[src/rtl/mc_pkg.sv]
// Shared constants for the multi-cycle sequencer: opcodes, ALU_Control codes,
// FSM state encoding and write-back select codes.
package mc_pkg;

    localparam logic [3:0] OP_OR   = 4'd0;
    localparam logic [3:0] OP_ADD  = 4'd1;
    localparam logic [3:0] OP_SUB  = 4'd2;
    localparam logic [3:0] OP_CMP  = 4'd3;
    localparam logic [3:0] OP_ORI  = 4'd4;
    localparam logic [3:0] OP_ADDI = 4'd5;
    localparam logic [3:0] OP_LW   = 4'd6;
    localparam logic [3:0] OP_SW   = 4'd7;
    localparam logic [3:0] OP_BEQ  = 4'd8;
    localparam logic [3:0] OP_BNE  = 4'd9;
    localparam logic [3:0] OP_J    = 4'd10;
    localparam logic [3:0] OP_JAL  = 4'd11;
    localparam logic [3:0] OP_JR   = 4'd12;

    localparam logic [3:0] ALU_OR   = 4'b0000;
    localparam logic [3:0] ALU_ADD  = 4'b0001;
    localparam logic [3:0] ALU_SUB  = 4'b0010;
    localparam logic [3:0] ALU_CMP  = 4'b0011;
    localparam logic [3:0] ALU_PASS = 4'b1010;

    typedef enum logic [2:0] {
        ST_IDLE   = 3'd0,
        ST_FETCH  = 3'd1,
        ST_DECODE = 3'd2,
        ST_EXEC   = 3'd3,
        ST_MEM    = 3'd4,
        ST_WB     = 3'd5,
        ST_HALT   = 3'd6
    } state_t;

    localparam logic [1:0] WB_ALU = 2'd0;
    localparam logic [1:0] WB_MEM = 2'd1;
    localparam logic [1:0] WB_PC1 = 2'd2;

    // Opcodes 13..15 are unassigned and stop the machine.
    function automatic logic op_illegal(input logic [3:0] op);
        return op >= 4'd13;
    endfunction

endpackage

[src/rtl/mc_op_decode.sv]
// Combinational opcode decoder: maps the latched opcode to ALU control and
// the path the instruction takes after EXEC.
module mc_op_decode
    import mc_pkg::*;
(
    input  logic [3:0] op_q,
    output logic [3:0] alu_ctrl,
    output logic       alu_src_imm,
    output logic       needs_mem,
    output logic       needs_wb,
    output logic [1:0] wb_sel,
    output logic       is_branch,
    output logic       is_jump,
    output logic       illegal
);

    always_comb begin
        alu_ctrl    = ALU_OR;
        alu_src_imm = 1'b0;
        needs_mem   = 1'b0;
        needs_wb    = 1'b0;
        wb_sel      = WB_ALU;
        is_branch   = 1'b0;
        is_jump     = 1'b0;
        illegal     = 1'b0;
        case (op_q)
            OP_OR:   begin alu_ctrl = ALU_OR;  needs_wb = 1'b1; end
            OP_ADD:  begin alu_ctrl = ALU_ADD; needs_wb = 1'b1; end
            OP_SUB:  begin alu_ctrl = ALU_SUB; needs_wb = 1'b1; end
            OP_CMP:  begin alu_ctrl = ALU_CMP; needs_wb = 1'b1; end
            OP_ORI, OP_ADDI: begin
                alu_ctrl    = op_q;
                alu_src_imm = 1'b1;
                needs_wb    = 1'b1;
            end
            OP_LW: begin
                alu_ctrl    = op_q;
                alu_src_imm = 1'b1;
                needs_mem   = 1'b1;
                needs_wb    = 1'b1;
                wb_sel      = WB_MEM;
            end
            OP_SW: begin
                alu_ctrl    = op_q;
                alu_src_imm = 1'b1;
                needs_mem   = 1'b1;
            end
            // Branches compare by subtraction and test the Zero flag.
            OP_BEQ, OP_BNE: begin alu_ctrl = ALU_SUB; is_branch = 1'b1; end
            OP_J:    begin alu_ctrl = ALU_PASS; is_jump = 1'b1; end
            OP_JAL: begin
                alu_ctrl = op_q;
                is_jump  = 1'b1;
                needs_wb = 1'b1;
                wb_sel   = WB_PC1;
            end
            OP_JR:   begin alu_ctrl = op_q; is_jump = 1'b1; end
            default: illegal = 1'b1;
        endcase
    end

endmodule

[src/rtl/mc_sequencer.sv]
// Multi-cycle instruction sequencer: FETCH/DECODE/EXEC/MEM/WB control FSM
// with Moore-decoded datapath strobes and a retired-instruction counter.
module mc_sequencer
    import mc_pkg::*;
#(
    parameter int RET_W = 16
) (
    input  logic             clk,
    input  logic             reset_n,
    input  logic             run,
    input  logic [3:0]       opcode,
    input  logic             mem_ready,
    input  logic             alu_zero,
    output logic             alu_en,
    output logic [3:0]       alu_ctrl,
    output logic             alu_src_imm,
    output logic             ir_load,
    output logic             mem_rd,
    output logic             mem_wr,
    output logic             reg_we,
    output logic [1:0]       wb_sel,
    output logic             pc_inc,
    output logic             pc_load,
    output logic             pc_sel,
    output logic             instr_done,
    output logic             halted,
    output logic [RET_W-1:0] retired
);

    state_t     state_q, state_d;
    logic [3:0] op_q;
    logic       retire;
    logic       br_taken;

    logic [3:0] dec_alu_ctrl;
    logic [1:0] dec_wb_sel;
    logic       dec_src_imm, dec_needs_mem, dec_needs_wb;
    logic       dec_is_branch, dec_is_jump, dec_illegal;

    mc_op_decode u_dec (
        .op_q        (op_q),
        .alu_ctrl    (dec_alu_ctrl),
        .alu_src_imm (dec_src_imm),
        .needs_mem   (dec_needs_mem),
        .needs_wb    (dec_needs_wb),
        .wb_sel      (dec_wb_sel),
        .is_branch   (dec_is_branch),
        .is_jump     (dec_is_jump),
        .illegal     (dec_illegal)
    );

    // BEQ (even opcode) takes on Zero, BNE (odd opcode) on not-Zero.
    assign br_taken = dec_is_branch & (alu_zero ^ op_q[0]);

    always_comb begin
        state_d = state_q;
        retire  = 1'b0;
        case (state_q)
            ST_IDLE:   if (run) state_d = ST_FETCH;
            ST_FETCH:  if (mem_ready) state_d = ST_DECODE;
            ST_DECODE: state_d = op_illegal(opcode) ? ST_HALT : ST_EXEC;
            ST_EXEC: begin
                if (dec_illegal)        state_d = ST_HALT;
                else if (dec_needs_mem) state_d = ST_MEM;
                else if (dec_needs_wb)  state_d = ST_WB;
                else                    retire  = 1'b1;
            end
            ST_MEM: begin
                if (mem_ready) begin
                    if (dec_needs_wb) state_d = ST_WB;
                    else              retire  = 1'b1;
                end
            end
            ST_WB:     retire  = 1'b1;
            ST_HALT:   state_d = ST_HALT;
            default:   state_d = ST_IDLE;
        endcase
        if (retire) state_d = run ? ST_FETCH : ST_IDLE;
    end

    always_ff @(posedge clk or negedge reset_n) begin
        if (!reset_n) begin
            state_q <= ST_IDLE;
            op_q    <= 4'd0;
            retired <= '0;
        end else begin
            state_q <= state_d;
            if (state_q == ST_DECODE) op_q <= opcode;
            if (retire) retired <= retired + {{(RET_W-1){1'b0}}, 1'b1};
        end
    end

    assign instr_done = retire;

    always_comb begin
        alu_en      = 1'b0;
        alu_ctrl    = ALU_OR;
        alu_src_imm = 1'b0;
        ir_load     = 1'b0;
        mem_rd      = 1'b0;
        mem_wr      = 1'b0;
        reg_we      = 1'b0;
        wb_sel      = WB_ALU;
        pc_inc      = 1'b0;
        pc_load     = 1'b0;
        pc_sel      = 1'b0;
        halted      = 1'b0;
        case (state_q)
            ST_FETCH: begin
                mem_rd  = 1'b1;
                ir_load = mem_ready;
                pc_inc  = mem_ready;
            end
            ST_EXEC: begin
                alu_en      = 1'b1;
                alu_ctrl    = dec_alu_ctrl;
                alu_src_imm = dec_src_imm;
                if (dec_is_branch) begin
                    pc_load = br_taken;
                    pc_sel  = br_taken;
                end else if (dec_is_jump) begin
                    pc_load = 1'b1;
                end
            end
            // Only LW and SW reach MEM; LW is the one that writes back.
            ST_MEM: begin
                mem_rd = dec_needs_wb;
                mem_wr = ~dec_needs_wb;
            end
            ST_WB: begin
                reg_we = 1'b1;
                wb_sel = dec_wb_sel;
            end
            ST_HALT: halted = 1'b1;
            default: ;
        endcase
    end

endmodule

[config.mk]
export PLATFORM = sky130hd
export DESIGN_NAME = mc_sequencer
export DESIGN_NICKNAME = d
export VERILOG_FILES = /design/src/rtl/mc_pkg.sv /design/src/rtl/mc_op_decode.sv /design/src/rtl/mc_sequencer.sv
export SDC_FILE = /design/constraint.sdc
export NUM_CORES = 1
export LEC_CHECK = 0
export BUFFER_PORTS_ARGS = -buffer_cell sky130_fd_sc_hd__buf_2
export CAP_MARGIN = 20
export CORE_MARGIN = 1.5
export CORE_UTILIZATION = 46
export CTS_CLUSTER_SIZE = 28
export DETAILED_ROUTE_END_ITERATION = 6
export HOLD_SLACK_MARGIN = 0.15
export PLACE_DENSITY = 0.75
export SYNTH_ARGS = -nofsm -noshare
export SYNTH_HDL_FRONTEND = slang
export SYNTH_SLANG_ARGS = --single-unit
[constraint.sdc]
create_clock -name clk -period 1.5 [get_ports clk]
set_input_delay 0 -clock clk [delete_from_list [all_inputs] [get_ports clk]]
set_output_delay 0 -clock clk [all_outputs]
set_load 0.03 [all_outputs]
==> results.md, run 1 <==
* Status: complete, but fails checks
* Failing checks: negative setup slack
* Worst path max stage delay at 0.46 ns
* Non-filler cells, final at 271
* Total global-route track usage at 25.2%
* Hold Path Class: input pin to async pin
* I/O pins at 42
* Crit path max-delay family: buffers and inverters
* Via count at 1611
* Max-slew headroom at the worst pin at 62.3%
* Antenna Cells at 0
* Most Frequent Cell on Critical Path: buf_6
* Top FF cell, synth: dfrtp_1
* Final hold vios at 0
* Share of layout cells above drive strength 1 at 64.7%
* Worst-Margin Slew at 0.564 ns
* RSZ-0062 raised after global routing: true
* P_int at 2.83 mW
* Die W at 59.0 µm
* CTS tree: built
* Critical path launch point type: flop
* Synthesized Nets at 155
* Setup Crit Path Kind: flop to flop
* Place WS at -0.336 ns
* WP buf/inv at 4
* Vias in the first global route at 1500
* Die Ht at 59.0 µm
* CP endpoint kind: flop
* Most frequent cell after synthesis: dfrtp_1
* Power Density at 1950 nW/µm²
* Flops & latches, synth at 23
* Seq/Total Area, Yosys at 39.9%
* Max-slew violation count at 0
* I/O Buffers at 41
* Largest net degree at the start of global routing at 24
* Initial DRC Count at 87
* GRT overflow at 0
* Mapped Cells at 145
* First-pass DRT Iterations at 5
* CP max-delay cell: dfrtp_2
* Tmin final at 1.95 ns
* DP Wirelength at 2770 µm
* Cell taking the most area after synthesis: dfrtp_1
* Wire per inst at 19.5 µm
* Tot Pwr at 5.18 mW
* Post-Place Cells at 233
* Setup Viol. Count Final at 35
* Worst VDD drop at 1.10 mV
* Die area at 3480 µm²
* Setup Total Neg Slack at -7.60 ns
* Maxcap violations at 0
* LEAKAGE at 1.38 nW
* Synth top cells by count: dfrtp_1, nor2_1, xor2_1
* Starting Density at 48.0%
* CP Depth at 9
* WL final at 5280 µm
* Antenna violations before repair at 0
* Synth warn at 0
* Synthesized area per cell at 9.94 µm²
* Post-route DRC violation count at 0
* Area growth, synth to finish at 84.5%
* Vias per inst at 5.94
* Layout Skew at 0.0172 ns
* First-pass GRT wire length at 6670 µm
* Top post-synthesis cells by area: dfrtp_1, xor2_1, nor2_1, mux2_2, nor3b_1
* Worst-path cell chain: buf_6, maj3_2, nor2b_4, a2bb2oi_4, buf_12, buf_4, buf_6, nor2_4, xor2_1
* Final period util at 130%
* Yosys top cell area share at 39.9%
* CORE AREA at 3000 µm²
* Final WS setup at -0.451 ns
* Clk buf depth at 2
* Htree depth at 1
* Clock power frac at 5.6%
* CTS Buf Count at 3
* Clk sinks at 23
* Worst R2R Path Depth at 9
* FMAX at 513 MHz
* Critical path arrival at 2.19 ns
* Mapped cell area at 1440 µm²
* Root buf cell: clkbuf_4
* Number of flops mapped to enable cells by yosys at 0
* Worst skew pair latency at 0.32 ns
* Fin Hold WS at 0.193 ns
* Final net count at 249
* Crit-path max FO at 5
* Async set-reset flop share out of synthesis at 100%
* Sw Pwr at 2.34 mW
* Final ANT Viol Nets at 0
* Sw frac at 45.3%
* Reg power frac at 19.4%
* Gp weighted congestion at 0.827
* WP data required at 1.74 ns
* Rows at 20
* Count of different cell masters after synthesis at 45
* Worst-path clk slew at 0.14 ns
* Combinational Power Share at 74.9%
-- power by group through the flow --
stage / Combinational [mW] / Clock, mW / Sequential [mW]
floorplan: 1.48 / 0 / 1.06
global placement: 2.21 / 0 / 0.954
detailed placement: 2.28 / 0 / 0.973
CTS: 3.09 / 0.305 / 0.946
global route: 4.04 / 0.327 / 1.02
finish: 3.88 / 0.292 / 1.01
-- timing repair --
| action | CTS | global route |
|---|---|---|
| endpoints found under the setup margin | 31 | 35 |
| setup buffers | 16 | 12 |
| hold endpoints to repair | 30 | 0 |
| cloned | 1 | 0 |
| resized for setup | 66 | 56 |
| pin swaps | 25 | 27 |
| hold buffers | 7 | 0 |
-- worst reg2reg max path, delay by kind of cell, from the launching register on --
kind,cells,cell delay [ns]
adders and majority gates,1,0.33
DFF,1,0.46
AOI/OAI and AO/OA,1,0.09
and+or+nand+nor,2,0.25
xor gates and xnor gates,1,0.21
buffers and inverters,4,0.54
-- kinds of logic after synthesis --
group / Yosys count / share of synthesized area, %
xor+xnor: 16 / 9.72
fa+ha+maj: 2 / 1.65
mux: 7 / 5.56
compound gates: 25 / 13.1
buf+inv: 12 / 4.69
flops: 23 / 39.9
simple gates: 60 / 25.3
-- flip-flops by register name, summed over array words and instances, names as in the netlist --
name	flops
op_q	4
state_q	3
retired	16
-- per-layer routing --
metal	wire length, µm	up-vias	share of wire (%)	track usage [%]
met1	1910	795	36	29.6
met5	0	-	0	0
met3	255	26	4.8	2.18
met2	2900	78	55	48.9
li1	-	712	-	-
met4	210	0	4.0	5.84
-- worst paths after layout --
kind	endpoint	start	slack, ns
min in group clk	pc_load	alu_zero	0.46
min	retired[7]	reset_n	0.19
max in group asynchronous	op_q[0]	reset_n	0.92
min reg2reg	retired[15]	retired[15]	0.47
max reg2reg	retired[3]	op_q[1]	-0.45
max	retired[3]	op_q[1]	-0.45
-- final cells by class --
class                      count  area, µm²
clock buffer                   3       22.5
clock inverter                 1       7.51
fill                         137        343
inverter                       4       23.8
multi-input combinational    110       1120
sequential                    23        582
tap                           33       41.3
timing repair buffer          97        863
-- per-stage QoR --
| stage | util (%) | area (µm²) |
|---|---|---|
| finish | 88.6 | 2660 |
| global route | 88.6 | 2660 |
| CTS | 79.4 | 2380 |
| detailed placement | 62.8 | 1890 |
| global placement | 62.8 | 1890 |
| floorplan | - | 1520 |
-- cells in the final DEF (no fill, tap or decap), types with 3 or more instances in the layout --
cell           synthesis  routed
buf_4                  2      26
buf_12                 0       3
nand2_1                6       3
nor4b_4                0       3
o21ai_0                6       3
nor2_4                 0       6
mux2_2                 4       4
nor4_4                 0       3
buf_2                  0      25
buf_6                  2      34
nor2_1                15       7
dfrtp_1               23      18
dlygate4sd3_1          0       7
nor3b_2                1       4
a21oi_1                7       4
clkbuf_4               0       3
a21oi_2                0       3
dfrtp_2                0       5
nand4_1                3       3
nor3_4                 0       4
xor2_1                13      13
nand3_1                4       4
nand2_4                1       4
o21ai_2                0       3
No activity file was read; power rests on OpenSTA's default activity.
==> inputs of run 2 (changes only) <==
--- a/config.mk
+++ b/config.mk
@@ -5,14 +5,17 @@
 export SDC_FILE = /design/constraint.sdc
 export NUM_CORES = 1
 export LEC_CHECK = 0
+export ABC_CLOCK_PERIOD_IN_PS = 1500
 export BUFFER_PORTS_ARGS = -buffer_cell sky130_fd_sc_hd__buf_2
 export CAP_MARGIN = 20
+export CELL_PAD_IN_SITES_DETAIL_PLACEMENT = 0
+export CELL_PAD_IN_SITES_GLOBAL_PLACEMENT = 1
 export CORE_MARGIN = 1.5
-export CORE_UTILIZATION = 46
+export CORE_UTILIZATION = 35
 export CTS_CLUSTER_SIZE = 28
 export DETAILED_ROUTE_END_ITERATION = 6
 export HOLD_SLACK_MARGIN = 0.15
-export PLACE_DENSITY = 0.75
+export PLACE_DENSITY_LB_ADDON = 0.1
 export SYNTH_ARGS = -nofsm -noshare
 export SYNTH_HDL_FRONTEND = slang
 export SYNTH_SLANG_ARGS = --single-unit
==> run 2 against run 1 <==
Compared with the run above: the run still ends with negative setup slack left; sequential power down 4%; cell area fell by 13%; wire length shrank 30%; flip-flop and latch count stayed put; clock-buffer cell count grew 1; critical path depth decreased by 2; non-clock buffer count is 18 lower; die area is 30% higher; clock skew shrank 0.013 ns; clock power up 29%; largest cell class unchanged; highest routed layer unchanged.
==> results.md, run 2 (synthesis gave the netlist of run 1 again) <==
* Met2 WL at 1890 µm
* Hold Path Class: input pin to flop
* Worst skew pair latency at 0.26 ns
* Final WS setup at -0.225 ns
* Gp weighted congestion at 0.769
* DP Wirelength at 2730 µm
* LEAKAGE at 1.19 nW
* Core Util, Final at 58.1%
* Share of layout cells above drive strength 1 at 55.0%
* Final period util at 115%
* Setup Viol. Count Final at 19
* Status: complete, but fails checks
* Largest net degree at the start of global routing at 24
* WL met1 at 1670 µm
* GRT overflow at 0
* Setup Total Neg Slack at -3.13 ns
* Vias in the first global route at 1325
* Fin Hold WS at 0.208 ns
* WL final at 3710 µm
* Rows at 23
* CTS tree: built
* Critical path arrival at 1.87 ns
* I/O Buffers at 41
* Max reg flops at 16
* Biggest regs: retired: 16 flops, op_q: 4 flops, state_q: 3 flops
* Die area at 4510 µm²
* Total global-route track usage at 17.1%
* Failing checks: negative setup slack
* Crit-path max FO at 15
* Critical path launch point type: flop
* Htree depth at 1
* WP data required at 1.64 ns
* Leading cell type in the layout, fill and taps excluded: buf_4
* Final hold vios at 0
* Maxcap violations at 0
* Die W at 67.2 µm
* Commonest non-fill, non-tap cells in the layout: buf_4, buf_2, dfrtp_1
* Starting Density at 36.3%
* CORE AREA at 3970 µm²
* Clk sinks at 23
* Highest metal used: met4
* Die Ht at 67.2 µm
* Final net count at 231
* CP endpoint kind: flop
* Tmin final at 1.73 ns
* Root buf cell: clkbuf_8
* Antenna Cells at 0
* CTS Buf Count at 3
* Final ANT Viol Nets at 0
* Post-route DRC violation count at 0
* Antenna violations before repair at 0
* Worst VDD drop at 0.980 mV
* Max-slew violation count at 0
* Worst-Margin Slew at 0.514 ns
* Max-slew headroom at the worst pin at 65.8%
* First-pass DRT Iterations at 4
* Setup Crit Path Kind: flop to flop
* First-pass GRT wire length at 5980 µm
* Biggest register: retired
* Wire per inst at 13.7 µm
* Worst-path clk slew at 0.08 ns
* I/O pins at 42
* Layout Skew at 0.00383 ns
* Initial DRC Count at 79
* FMAX at 580 MHz
* Vias per inst at 4.90
* Met3 WL post-DR at 127 µm
* Via count at 1322
* Area growth, synth to finish at 60.1%
* Final-layout fill cell count at 337
* Clk buf depth at 2
* Power Density at 1780 nW/µm²
* RSZ-0062 raised after global routing: true
-- run 2: where the power goes --
group / internal [mW] / total (mW) / switching (mW)
Clock: 0.189 / 0.376 / 0.187
Combinational: 1.28 / 2.76 / 1.48
Sequential: 0.779 / 0.974 / 0.195
-- run 2: repair_timing --
| item | CTS | global route |
|---|---|---|
| cloned | 0 | 0 |
| buffers inserted | 3 | 7 |
| pin swaps | 10 | 11 |
| resized for setup | 25 | 29 |
| endpoints found under the hold margin | 28 | 0 |
| endpoints found under the setup margin | 25 | 34 |
| hold buffers | 6 | 0 |
-- run 2: final cells by class --
type                            count  area [µm²]  area share (%)
Clock buffer                        4        45.0            1.95
Inverter                            4        17.5           0.759
Multi-Input combinational cell    110        1020            44.0
Sequential cell                    23         579            25.1
Tap cell                           50        62.6            2.71
Timing Repair Buffer               79         587            25.4
-- run 2: through the flow --
| step | area (µm²) | instances | setup slack, ns | power, mW |
|---|---|---|---|---|
| 6_report | 2310 | 270 | -0.225 | 4.11 |
| 5_1_grt | 2310 | 270 | -0.283 | 4.39 |
| 4_1_cts | 2150 | 264 | -0.252 | 3.87 |
| 3_5_place_dp | 1920 | 252 | -0.292 | 3.26 |
| 3_3_place_gp | 1920 | 252 | -0.239 | 3.23 |
| 2_1_floorplan | 1520 | 145 | -0.208 | 2.54 |
-- run 2: worst max-delay path, stage by stage, from the launching register on --
cell and delay [ns]:
dfrtp_1 0.44, and4_1 0.20, a311oi_2 0.28, a2bb2oi_4 0.18
buf_12 0.17, buf_4 0.13, nor3_4 0.04, xor2_1 0.17
-- run 2: path summary, 6_finish.rpt --
kind	startpoint	to	slack, ns	cells after the start
worst max register to register	op_q[1]	retired[7]	-0.23	7
worst min-delay path	mem_ready	state_q[2]	0.21	4
min in group asynchronous	reset_n	state_q[1]	0.25	2
worst min register to register	retired[15]	retired[15]	0.46	1
max in group asynchronous	reset_n	op_q[0]	0.88	2
worst max-delay path	op_q[1]	retired[7]	-0.23	7
-- run 2: layer usage --
| metal | vias up | track usage (%) |
|---|---|---|
| met5 | - | 0 |
| met3 | 2 | 1.50 |
| li1 | 670 | - |
| met1 | 621 | 23.4 |
| met4 | 0 | 3.83 |
| met2 | 29 | 29.6 |
==> inputs of run 3 (changes only) <==
--- a/config.mk
+++ b/config.mk
@@ -10,7 +10,7 @@
 export CAP_MARGIN = 20
 export CELL_PAD_IN_SITES_DETAIL_PLACEMENT = 0
 export CELL_PAD_IN_SITES_GLOBAL_PLACEMENT = 1
-export CORE_MARGIN = 1.5
+export CORE_MARGIN = 5
 export CORE_UTILIZATION = 35
 export CTS_CLUSTER_SIZE = 28
 export DETAILED_ROUTE_END_ITERATION = 6
==> run 3 against run 2 <==
Compared with the run above: the run still ends with negative setup slack left; first-iteration DRC count is 25% lower; critical path type unchanged; setup slack better by 0.0091 ns; clock power is 2% lower; final cell count is 2.2% higher; critical endpoint is now retired[12]; total power is 2.9% higher; core utilization hardly changed; clock skew is 0.0016 ns lower; die area is 22% higher.
==> results.md, run 3 (synthesis gave the netlist of run 1 again) <==
* CTS tree: built
* Final hold vios at 0
* Core Util, Final at 58.1%
* Crit-path max FO at 12
* Die W at 74.2 µm
* Total global-route track usage at 14.1%
* Vias per inst at 5.15
* Largest net degree at the start of global routing at 24
* Root buf cell: clkbuf_8
* Clk sinks at 23
* Htree depth at 1
* Critical path launch point type: flop
* Final-layout fill cell count at 348
* Die area at 5500 µm²
* Biggest register: retired
* CP max-delay cell: dfrtp_1
* Post-Place Cells at 254
* CORE AREA at 4000 µm²
* Place WS at -0.295 ns
* GRT overflow at 0
* WP buf/inv at 1
* Post-route DRC violation count at 0
* Tot Pwr at 4.23 mW
* Worst VDD drop at 0.833 mV
* Antenna violations before repair at 0
* Power Density at 1820 nW/µm²
* Seq. cell area at 581 µm²
* Max-slew violation count at 0
* Initial DRC Count at 59
* Final WS setup at -0.216 ns
* Setup Total Neg Slack at -3.45 ns
* Commonest non-fill, non-tap cells in the layout: buf_4, buf_2, dfrtp_1
* Maxcap violations at 0
* Area after DPL at 1940 µm²
* Worst path max stage delay at 0.42 ns
* Crit path max-delay family: simple AND/OR/NAND/NOR gates
* CP endpoint kind: flop
* Worst-path cell chain: maj3_2, nor2b_4, a2bb2oi_4, buf_12, nor4_2, xor2_1
* Area growth, synth to finish at 61.3%
* Post-route cell area at 2320 µm²
* Status: complete, but fails checks
* Max-slew headroom at the worst pin at 66.4%
* Wire per inst at 13.6 µm
* Gp weighted congestion at 0.895
* Non-filler cells, final at 276
* Biggest regs: retired: 16 flops, op_q: 4 flops, state_q: 3 flops
* FMAX at 583 MHz
* Final period util at 114%
* I/O pins at 42
* Clk buf depth at 2
* Share of layout cells above drive strength 1 at 56.6%
* Hold Path Class: input pin to flop
* RSZ-0062 raised after global routing: true
* Multi-input logic area at 972 µm²
* Starting Density at 36.0%
* Final ANT Viol Nets at 0
* Final net count at 237
* Tmin final at 1.72 ns
* Die Ht at 74.2 µm
* Max reg flops at 16
* DP Wirelength at 2890 µm
* First-pass DRT Iterations at 4
* I/O Buffers at 41
* LEAKAGE at 1.15 nW
* WP data required at 1.68 ns
* Layout Skew at 0.00227 ns
* Fin Hold WS at 0.226 ns
* CTS Buf Count at 3
* Antenna Cells at 0
* Via count at 1422
* First-pass GRT wire length at 6170 µm
* Leading cell type in the layout, fill and taps excluded: buf_4
* Vias in the first global route at 1369
* Setup Viol. Count Final at 22
* Worst skew pair latency at 0.25 ns
* Critical path arrival at 1.90 ns
* WL final at 3760 µm
* Worst-path clk slew at 0.08 ns
* Rows at 23
* Setup Crit Path Kind: flop to flop
* Failing checks: negative setup slack
* Worst-Margin Slew at 0.504 ns
==> run 3: repair_timing <==
item / 4_1_cts / 5_1_grt
hold endpoints to repair: 28 / 0
resized for setup: 18 / 40
hold buffers: 6 / 0
pin swaps: 5 / 15
setup buffers: 10 / 3
endpoints found under the setup margin: 28 / 33
==> run 3: final cells by class <==
cell class                      instances  share of cell area, %
Multi-Input combinational cell        110                   41.8
Timing Repair Buffer                   85                   27.8
Sequential cell                        23                   25.0
Tap cell                               50                   2.69
Clock buffer                            4                   1.94
Inverter                                4                  0.753
==> run 3: routing by layer <==
| metal | up-vias | share of wire (%) | track usage (%) |
|---|---|---|---|
| li1 | 685 | - | - |
| met1 | 698 | 42 | 17.8 |
| met2 | 35 | 52 | 25.0 |
| met3 | 4 | 4.5 | 1.22 |
| met4 | 0 | 1.2 | 5.03 |
| met5 | - | 0 | 0 |
==> run 3: where the power goes <==
group / internal [mW] / leakage [nW] / switching [mW] / total (mW)
clock network: 0.189 / 0.0228 / 0.179 / 0.368
registers: 0.782 / 0.296 / 0.190 / 0.972
logic: 1.41 / 0.827 / 1.48 / 2.89
==> run 3: worst paths after layout <==
check	startpoint	endpoint	slack, ns	cells after the start
min in group asynchronous	reset_n	state_q[2]	0.24	2
max reg2reg	op_q[1]	retired[12]	-0.22	6
max in group asynchronous	reset_n	op_q[3]	0.89	2
min reg2reg	retired[15]	retired[15]	0.47	1
max	op_q[1]	retired[12]	-0.22	6
min	mem_ready	state_q[1]	0.23	4
==> run 3: worst reg2reg max path, delay by kind of cell (launching register included) <==
family                   cells  cell delay (ns)
buffers and inverters        1             0.14
XOR/XNOR                     1             0.17
adder cells (fa/ha/maj)      1             0.36
AND/OR/NAND/NOR              2             0.47
AO/OA/AOI/OAI                1             0.07
flip-flops                   1             0.42
